$ cat config.mk
export PLATFORM = sky130hd
export DESIGN_NAME = prbs_randomizer_stream
export DESIGN_NICKNAME = d
export VERILOG_FILES = /design/src/rtl/prbs_pkg.sv /design/src/rtl/prbs_lfsr_step.sv /design/src/rtl/prbs_randomizer_stream.sv
export SDC_FILE = /design/constraint.sdc
export NUM_CORES = 1
export LEC_CHECK = 0
export CAP_MARGIN = 0
export CORE_ASPECT_RATIO = 2
export CORE_UTILIZATION = 30
export DETAILED_ROUTE_END_ITERATION = 7
export PLACE_DENSITY = 0.63
export SYNTH_ARGS = -nofsm -noshare
export SYNTH_HDL_FRONTEND = slang
export SYNTH_SLANG_ARGS = --single-unit
$ cat constraint.sdc
create_clock -name clk -period 2.85 [get_ports clk]
set_input_delay 0.285 -clock clk [delete_from_list [all_inputs] [get_ports clk]]
set_output_delay 0.285 -clock clk [all_outputs]
set_load 0.03 [all_outputs]
$ cat src/rtl/prbs_pkg.sv
`default_nettype none
// prbs_pkg: default 15-stage PRBS constants and the multi-step LFSR keystream function.
// Rev 1.0
package prbs_pkg;

  localparam int          LFSR_W_MAX   = 32;
  localparam int          W_MAX        = 32;
  localparam logic [14:0] DEFAULT_TAPS = 15'h0003;  // 1 + x^14 + x^15
  localparam logic [14:0] DEFAULT_SEED = 15'h3715;

  typedef struct packed {
    logic [W_MAX-1:0]      ks;
    logic [LFSR_W_MAX-1:0] nxt;
  } step_t;

  // Keystream bit i is the MSB after i shifts; the loop bound is fixed so it
  // unrolls at elaboration, with steps beyond w left inert.
  function automatic step_t lfsr_advance(
    input logic [LFSR_W_MAX-1:0] state,
    input logic [LFSR_W_MAX-1:0] taps,
    input int                    lfsr_w,
    input int                    w
  );
    step_t                 r;
    logic [LFSR_W_MAX-1:0] s;
    logic                  fb;
    r = '0;
    s = state;
    for (int i = 0; i < W_MAX; i++) begin
      if (i < w) begin
        r.ks[i] = s[lfsr_w-1];
        fb      = ^(s & taps);
        s       = (s >> 1) | ({{(LFSR_W_MAX-1){1'b0}}, fb} << (lfsr_w - 1));
      end
    end
    r.nxt = s;
    return r;
  endfunction

endpackage
`default_nettype wire

$ cat src/rtl/prbs_lfsr_step.sv
`default_nettype none
// prbs_lfsr_step: combinational W-step LFSR advance producing the keystream for one beat.
// Rev 1.0
module prbs_lfsr_step
  import prbs_pkg::*;
#(
  parameter int                LFSR_W = 15,
  parameter logic [LFSR_W-1:0] TAPS   = LFSR_W'(DEFAULT_TAPS),
  parameter int                W      = 8
) (
  input  logic [LFSR_W-1:0] state,
  output logic [W-1:0]      keystream,
  output logic [LFSR_W-1:0] next_state
);

  step_t r;
  logic  unused_step_bits;

  always_comb begin
    r          = lfsr_advance(LFSR_W_MAX'(state), LFSR_W_MAX'(TAPS), LFSR_W, W);
    keystream  = r.ks[W-1:0];
    next_state = r.nxt[LFSR_W-1:0];
  end

  assign unused_step_bits = ^r;

endmodule
`default_nettype wire

$ cat src/rtl/prbs_randomizer_stream.sv
`default_nettype none
// prbs_randomizer_stream: additive LFSR (de)randomizer on a valid/ready stream with per-block reseed.
// Rev 1.0
module prbs_randomizer_stream
  import prbs_pkg::*;
#(
  parameter int                LFSR_W      = 15,
  parameter logic [LFSR_W-1:0] TAPS        = LFSR_W'(DEFAULT_TAPS),
  parameter logic [LFSR_W-1:0] SEED        = LFSR_W'(DEFAULT_SEED),
  parameter int                W           = 8,
  parameter int                BLOCK_BEATS = 0
) (
  input  logic              clk,
  input  logic              reset,
  input  logic              seed_load,
  input  logic [LFSR_W-1:0] seed_in,
  input  logic              bypass,
  input  logic              in_valid,
  output logic              in_ready,
  input  logic [W-1:0]      in_data,
  input  logic              in_last,
  output logic              out_valid,
  input  logic              out_ready,
  output logic [W-1:0]      out_data,
  output logic              out_last,
  output logic [15:0]       blk_beat_cnt
);

  logic [LFSR_W-1:0] state;
  logic [LFSR_W-1:0] seed_reg;
  logic [LFSR_W-1:0] next_state;
  logic [LFSR_W-1:0] seed_eff;
  logic [W-1:0]      keystream;
  logic              accept;
  logic              blk_end;

  prbs_lfsr_step #(
    .LFSR_W (LFSR_W),
    .TAPS   (TAPS),
    .W      (W)
  ) u_step (
    .state      (state),
    .keystream  (keystream),
    .next_state (next_state)
  );

  assign in_ready = reset && (!out_valid || out_ready);
  assign accept   = in_valid && in_ready;
  // An all-zero seed would lock the LFSR, so it falls back to the default.
  assign seed_eff = (seed_in == '0) ? SEED : seed_in;
  assign blk_end  = in_last ||
                    ((BLOCK_BEATS != 0) && (({1'b0, blk_beat_cnt} + 17'd1) == 17'(BLOCK_BEATS)));

  always_ff @(posedge clk or negedge reset) begin
    if (!reset) begin
      state        <= SEED;
      seed_reg     <= SEED;
      blk_beat_cnt <= '0;
    end else if (seed_load) begin
      state        <= seed_eff;
      seed_reg     <= seed_eff;
      blk_beat_cnt <= '0;
    end else if (accept) begin
      if (blk_end) begin
        state        <= seed_reg;
        blk_beat_cnt <= '0;
      end else begin
        state <= next_state;
        if (blk_beat_cnt != 16'hFFFF) begin
          blk_beat_cnt <= blk_beat_cnt + 16'd1;
        end
      end
    end
  end

  always_ff @(posedge clk or negedge reset) begin
    if (!reset) begin
      out_valid <= 1'b0;
      out_data  <= '0;
      out_last  <= 1'b0;
    end else if (accept) begin
      out_valid <= 1'b1;
      out_data  <= bypass ? in_data : (in_data ^ keystream);
      out_last  <= in_last;
    end else if (out_ready) begin
      out_valid <= 1'b0;
    end
  end

endmodule
`default_nettype wire
; ---- Word level (Yosys, flattened, before mapping)
; Cells that the tools add are included.
[word_totals]
in_bits = 30
ff_bits = 56
[op_classes]
n_reduce_logical = 17
mux = 11
eq_ne = 1
addsub = 1
bitwise_logic = 9
[ops]
columns = cell, count
row1 = $reduce_xor A32 Y1, 8
row2 = $mux W16, 4
row3 = $mux W15, 4
row4 = $or A14 B15 Y15, 2
row5 = $or A20 B15 Y20, 1
row6 = $or A19 B15 Y19, 1
row7 = $or A18 B15 Y18, 1
row8 = $or A17 B15 Y17, 1
row9 = $add A16 B1 Y16 const B, 1
row10 = $ne A16 B16 Y1 const B, 1
row11 = $or A16 B15 Y16, 1
row12 = $logic_not A15 Y1, 1
row13 = $or A15 B15 Y15, 1
row14 = $mux W8, 1
row15 = $xor A8 B8 Y8, 1
row16 = $reduce_bool A2 Y1, 2
row17 = $reduce_bool A3 Y1, 1
row18 = $logic_and A1 B1 Y1, 2
row19 = $mux W1, 2
row20 = $reduce_and A2 Y1, 1
row21 = $logic_not A1 Y1, 1
row22 = $logic_or A1 B1 Y1, 1

; ---- Longest topological paths before layout
[depth]
ltp_word = 19
ltp_mapped = 7
mapped_depth_nobuf = 6

; ---- Cells and area by module
; From an unflattened synthesis, not the netlist that was laid out.
[unflattened]
hier_cells = 327
hier_area_um2 = 3133.0
[modules_own_cells]
columns = module, n_inst, cells_per_inst, area_per_inst_um2, seq_area_each_um2
row1 = prbs_randomizer_stream, 1, 304, 2950.3, 1421.4
row2 = prbs_lfsr_step, 1, 23, 182.7, 0.0

; ---- Worst setup path after synthesis
; No wires, ideal clock.
[synth_path]
path_type = register -> register
start = reg blk_beat_cnt[0]
end = reg blk_beat_cnt[2]
n_path_buf = 1
period_less_slack_ns = 1.870
slack_ns = 0.980
stages_incl_launch_ff = 8
arrival_ns = 1.746
cell_sequence = dfrtp_1 -> ha_1 -> and4_1 -> buf_2 -> nand4_4 -> nand3_1 -> nor3b_1 -> a211o_1
[synth_between]
elab_chain_len = 5
elab_cells_between_ends = 8
cone_classes = add/sub (1) / eq/ne (1) / mux (4) / reduce/logical (2)
[synth_rtl]
columns = item, line_no
row1 = "start, declared", prbs_randomizer_stream.sv:26  ; output logic [15:0] blk_beat_cnt
row2 = "start signal, assigned", prbs_randomizer_stream.sv:70  ; blk_beat_cnt <= blk_beat_cnt + 16'd1;
row3 = $add A16 B1 Y16, prbs_randomizer_stream.sv:70
row4 = $mux W16, prbs_randomizer_stream.sv:69  ; if (blk_beat_cnt != 16'hFFFF) begin
row5 = $mux W16, prbs_randomizer_stream.sv:64  ; if (blk_end) begin
row6 = $mux W16, prbs_randomizer_stream.sv:63  ; end else if (accept) begin
row7 = $mux W16, prbs_randomizer_stream.sv:59  ; end else if (seed_load) begin
; Parallel ways exist; a longest one is shown, timed or not. The select of a mux whose other input is x is not followed.
; A chain may end at the register's enable or synchronous reset.

; ---- Worst setup path in the final report
[layout_path]
start = in reset
end = out in_ready
[layout_between]
elab_chain_len = 1
[layout_rtl]
columns = item, line_no
row1 = "start, declared", prbs_randomizer_stream.sv:14  ; input logic reset,
row2 = $logic_and A1 B1 Y1, prbs_randomizer_stream.sv:47  ; assign in_ready = reset && (!out_valid || out_ready);
row3 = "end, declared", prbs_randomizer_stream.sv:19  ; output logic in_ready,
; Every way passes these cells.

==> reports/qor.csv <==
stage,metric,value,unit
status,run status,completed,
worst_setup_path,startpoint type of the worst setup path,primary input,
layout,share of cells above drive strength 1,0.103,
synthesis,syn_nets,355,
synthesis,compound-gate portion of the synthesized area,0.175,
synthesis,Netlist cell types,40,
cts,Skew-Pair Late Insertion Delay,0.30,ns
sta,Slew @ Worst Pin,0.699,ns
cts,H-tree levels,2,
placement,DP Wirelength,5730,um
synthesis,"Seq/Total Area, Yosys",0.485,
layout,Final Cell Area,3780,um^2
layout,# fillers,931,
sta,final setup violation count,0,
worst_setup_path,Crit path arrival time,1.84,ns
layout,Finished Layout Cells,508,
drt,post-route ant nets,0,
drt,wire length per cell,15.3,um
layout,number of flip-flops in the largest register,16,
layout,area delta synth->final,29.1,%
floorplan,die height,142,um
synthesis,Post-Synth Simple-Gate Area,0.191,
synthesis,synthesized area,2930,um^2
layout,ant diodes,0,
synthesis,XOR/XNOR share of the synthesized area,0.0479,
cts,Clock Sink Count,56,
floorplan,Initial Util,0.310,
synthesis,synthesized area per cell,9.04,um^2
floorplan,num ports,57,
power,Pwr per Cell Area,532,nW/um^2
drt,1st-iter DRT viols,141,
drt,DRC,0,
flow_run,max_cap viols,0,
placement,placed instance count,499,
synthesis,largest family of logic cells by synthesized area,simple AND/OR/NAND/NOR gates,
layout,Final #Nets,408,
sta,Final min period,2.12,ns
sta,Hold Slack,0.389,ns
sta,"Slew Viols, Final",0,
power,maximum vdd drop,0.000253,V
placement,Placed Area,3620,um^2
global_routing,largest net degree at the start of global routing,55,
floorplan,Die Wd,71.9,um
worst_setup_path,Worst Path Max Fanout,6,
drt,final wirelength,7760,um
drt,routed vias,2606,
global_routing,first-pass GRT wire length,12800,um
worst_setup_path,CP Capture Type,output port,
cts,Root Buffer,clkbuf_16,
drt,via/cell ratio,5.13,
cts,# Post-CTS Setup Buffers,0,
synthesis,mux contribution to synthesized area,0.0491,
synthesis,register bit total from synthesis,56,
placement,gpl congestion,0.918,
sta,Fin. Hold Viols,0,
worst_setup_path,"Req. time, crit path",2.57,ns
sta,Highest Clock Rate,472,MHz
synthesis,Syn. warnings,0,
cts,clock slew at reported path FFs,0.07,ns
floorplan,DIE AREA,10200,um^2
placement,IO Port Bufs,56,
hold_path,hold crit path type,primary input to asynchronous set/reset pin,
global_routing,Global Route Usage Sum,0.163,
global_routing,antenna violations before repair,0,
cts,Num CTS Buffers,5,
global_routing,number of global-route vias before repair,2572,
synthesis,Gate Count Post-Synth,324,
sta,Final period util,0.744,
cts,post_cts resized,0,
global_routing,GRT overflow,0,
cts,CTS tree,done,
worst_setup_path,CP Class,primary input to output port,
floorplan,Placeable Area,9450,um^2
sta,RSZ-0062 raised after global routing,no,
sta,post-route setup TNS,0,ns
sta,Setup Skew,0.0121,ns
sta,relative slew slack,0.534,
drt,DRT Pass-1 Iters,7,
floorplan,Rows,50,
cts,deepest clock path buffer count,2,
synthesis,Post-Synth Adder-Cell Area,0.00427,
power,leakage power,0.00152,uW
cts,Post-CTS Hold Fix Bufs,1,
cell usage in the layout, fill, tap and decap left out, drive strengths merged, types with 2 or more instances in the layout:
master and instances:
nor3 6, nor4 3, xnor2 16, o21a 4, a31oi 5, mux2i 11, nand2b 2, o31ai 4
o21ai 37, clkdlybuf4s50 55, clkbuf 5, buf 9, nor2 44, and2 2, a21oi 30, dfrtp 40
inv 16, o211ai 3, and3 5, a41oi 2, and4 5, mux2 3, nand2 26, nand3 10
dfstp 16, or3 3, nand4 7
cell usage after synthesis:
master,n,share of area
clkbuf_1,10,0.013
nand4_1,6,0.013
dfrtp_1,40,0.34
a21oi_1,30,0.051
nor3b_1,1,0.0026
buf_1,1,0.0013
and2_1,2,0.0043
o21ai_0,37,0.063
mux2i_1,11,0.038
clkbuf_2,1,0.0017
nand4_4,1,0.0073
and4_1,5,0.015
dfstp_2,16,0.14
ha_1,1,0.0043
a31oi_1,5,0.011
o211ai_1,3,0.0077
inv_1,13,0.017
buf_4,1,0.0026
nor2b_1,1,0.0021
nand3_1,9,0.015
o22ai_1,1,0.0021
nand2_1,26,0.033
mux2_2,3,0.012
nor2_1,44,0.056
o31ai_1,4,0.010
nor4_1,3,0.0064
buf_2,5,0.0085
a31o_1,1,0.0030
a211o_1,1,0.0030
nand3_2,1,0.0034
o21a_1,4,0.010
a41oi_1,2,0.0060
buf_6,1,0.0038
nand2b_1,2,0.0043
and3_1,5,0.011
a211oi_2,1,0.0043
xnor2_1,16,0.048
nor3_1,6,0.010
o211a_1,1,0.0034
or3_1,3,0.0064
metrics by stage:
step	util	setup slack [ns]	total power, uW
floorplan	-	0.980	1180
global placement	0.383	0.798	1360
detailed placement	0.383	0.780	1370
CTS	0.400	0.747	2030
global route	0.400	0.686	2100
finish	0.400	0.730	2010
routing by layer:
metal	GRT usage	share of wire
met5	0	0
met4	0.0805	0.028
met3	0.0270	0.035
met2	0.302	0.55
met1	0.172	0.39
final timing paths:
path	startpoint	to	slack, ns	cells past startpoint
worst min-delay path	reset	blk_beat_cnt[1]$_DFFE_PN0P_	0.39	2
worst max-delay path	reset	in_ready	0.73	4
min in group clk	seed_reg[2]$_DFFE_PN1P_	seed_reg[2]$_DFFE_PN1P_	0.48	2
worst max register to register	blk_beat_cnt[0]$_DFFE_PN0P_	blk_beat_cnt[2]$_DFFE_PN0P_	0.89	6
worst min register to register	seed_reg[2]$_DFFE_PN1P_	seed_reg[2]$_DFFE_PN1P_	0.48	2
max in group asynchronous	reset	blk_beat_cnt[5]$_DFFE_PN0P_	1.56	3
cell families after synthesis:
family | count (synthesis)
muxes | 14
and+or+nand+nor | 115
adders and majority gates | 1
xor gates and xnor gates | 16
buffers and inverters | 32
DFF | 56
AOI/OAI and AO/OA | 90
worst max-delay path: stages:
cell and delay (ns):
dlygate4sd3_1 0.56, buf_2 0.19, and2_1 0.14, clkdlybuf4s50_1 0.66
cell type report:
type / count / area [um^2] / share of cell area
clock buffer: 5 / 125 / 0.0331
clock inverter: 3 / 28.8 / 0.00761
sequential: 56 / 1420 / 0.376
timing repair buffer: 65 / 626 / 0.166
inverter: 13 / 48.8 / 0.0129
multi-input combinational: 236 / 1370 / 0.362
tap: 130 / 163 / 0.0430
report_power, final:
group / internal (uW) / leakage [uW] / switching, uW / total (uW)
Clock: 340 / 0.0000767 / 322 / 662
Sequential: 884 / 0.000682 / 49.0 / 933
Combinational: 186 / 0.000766 / 229 / 415
Power figures use the tool's default switching activity.
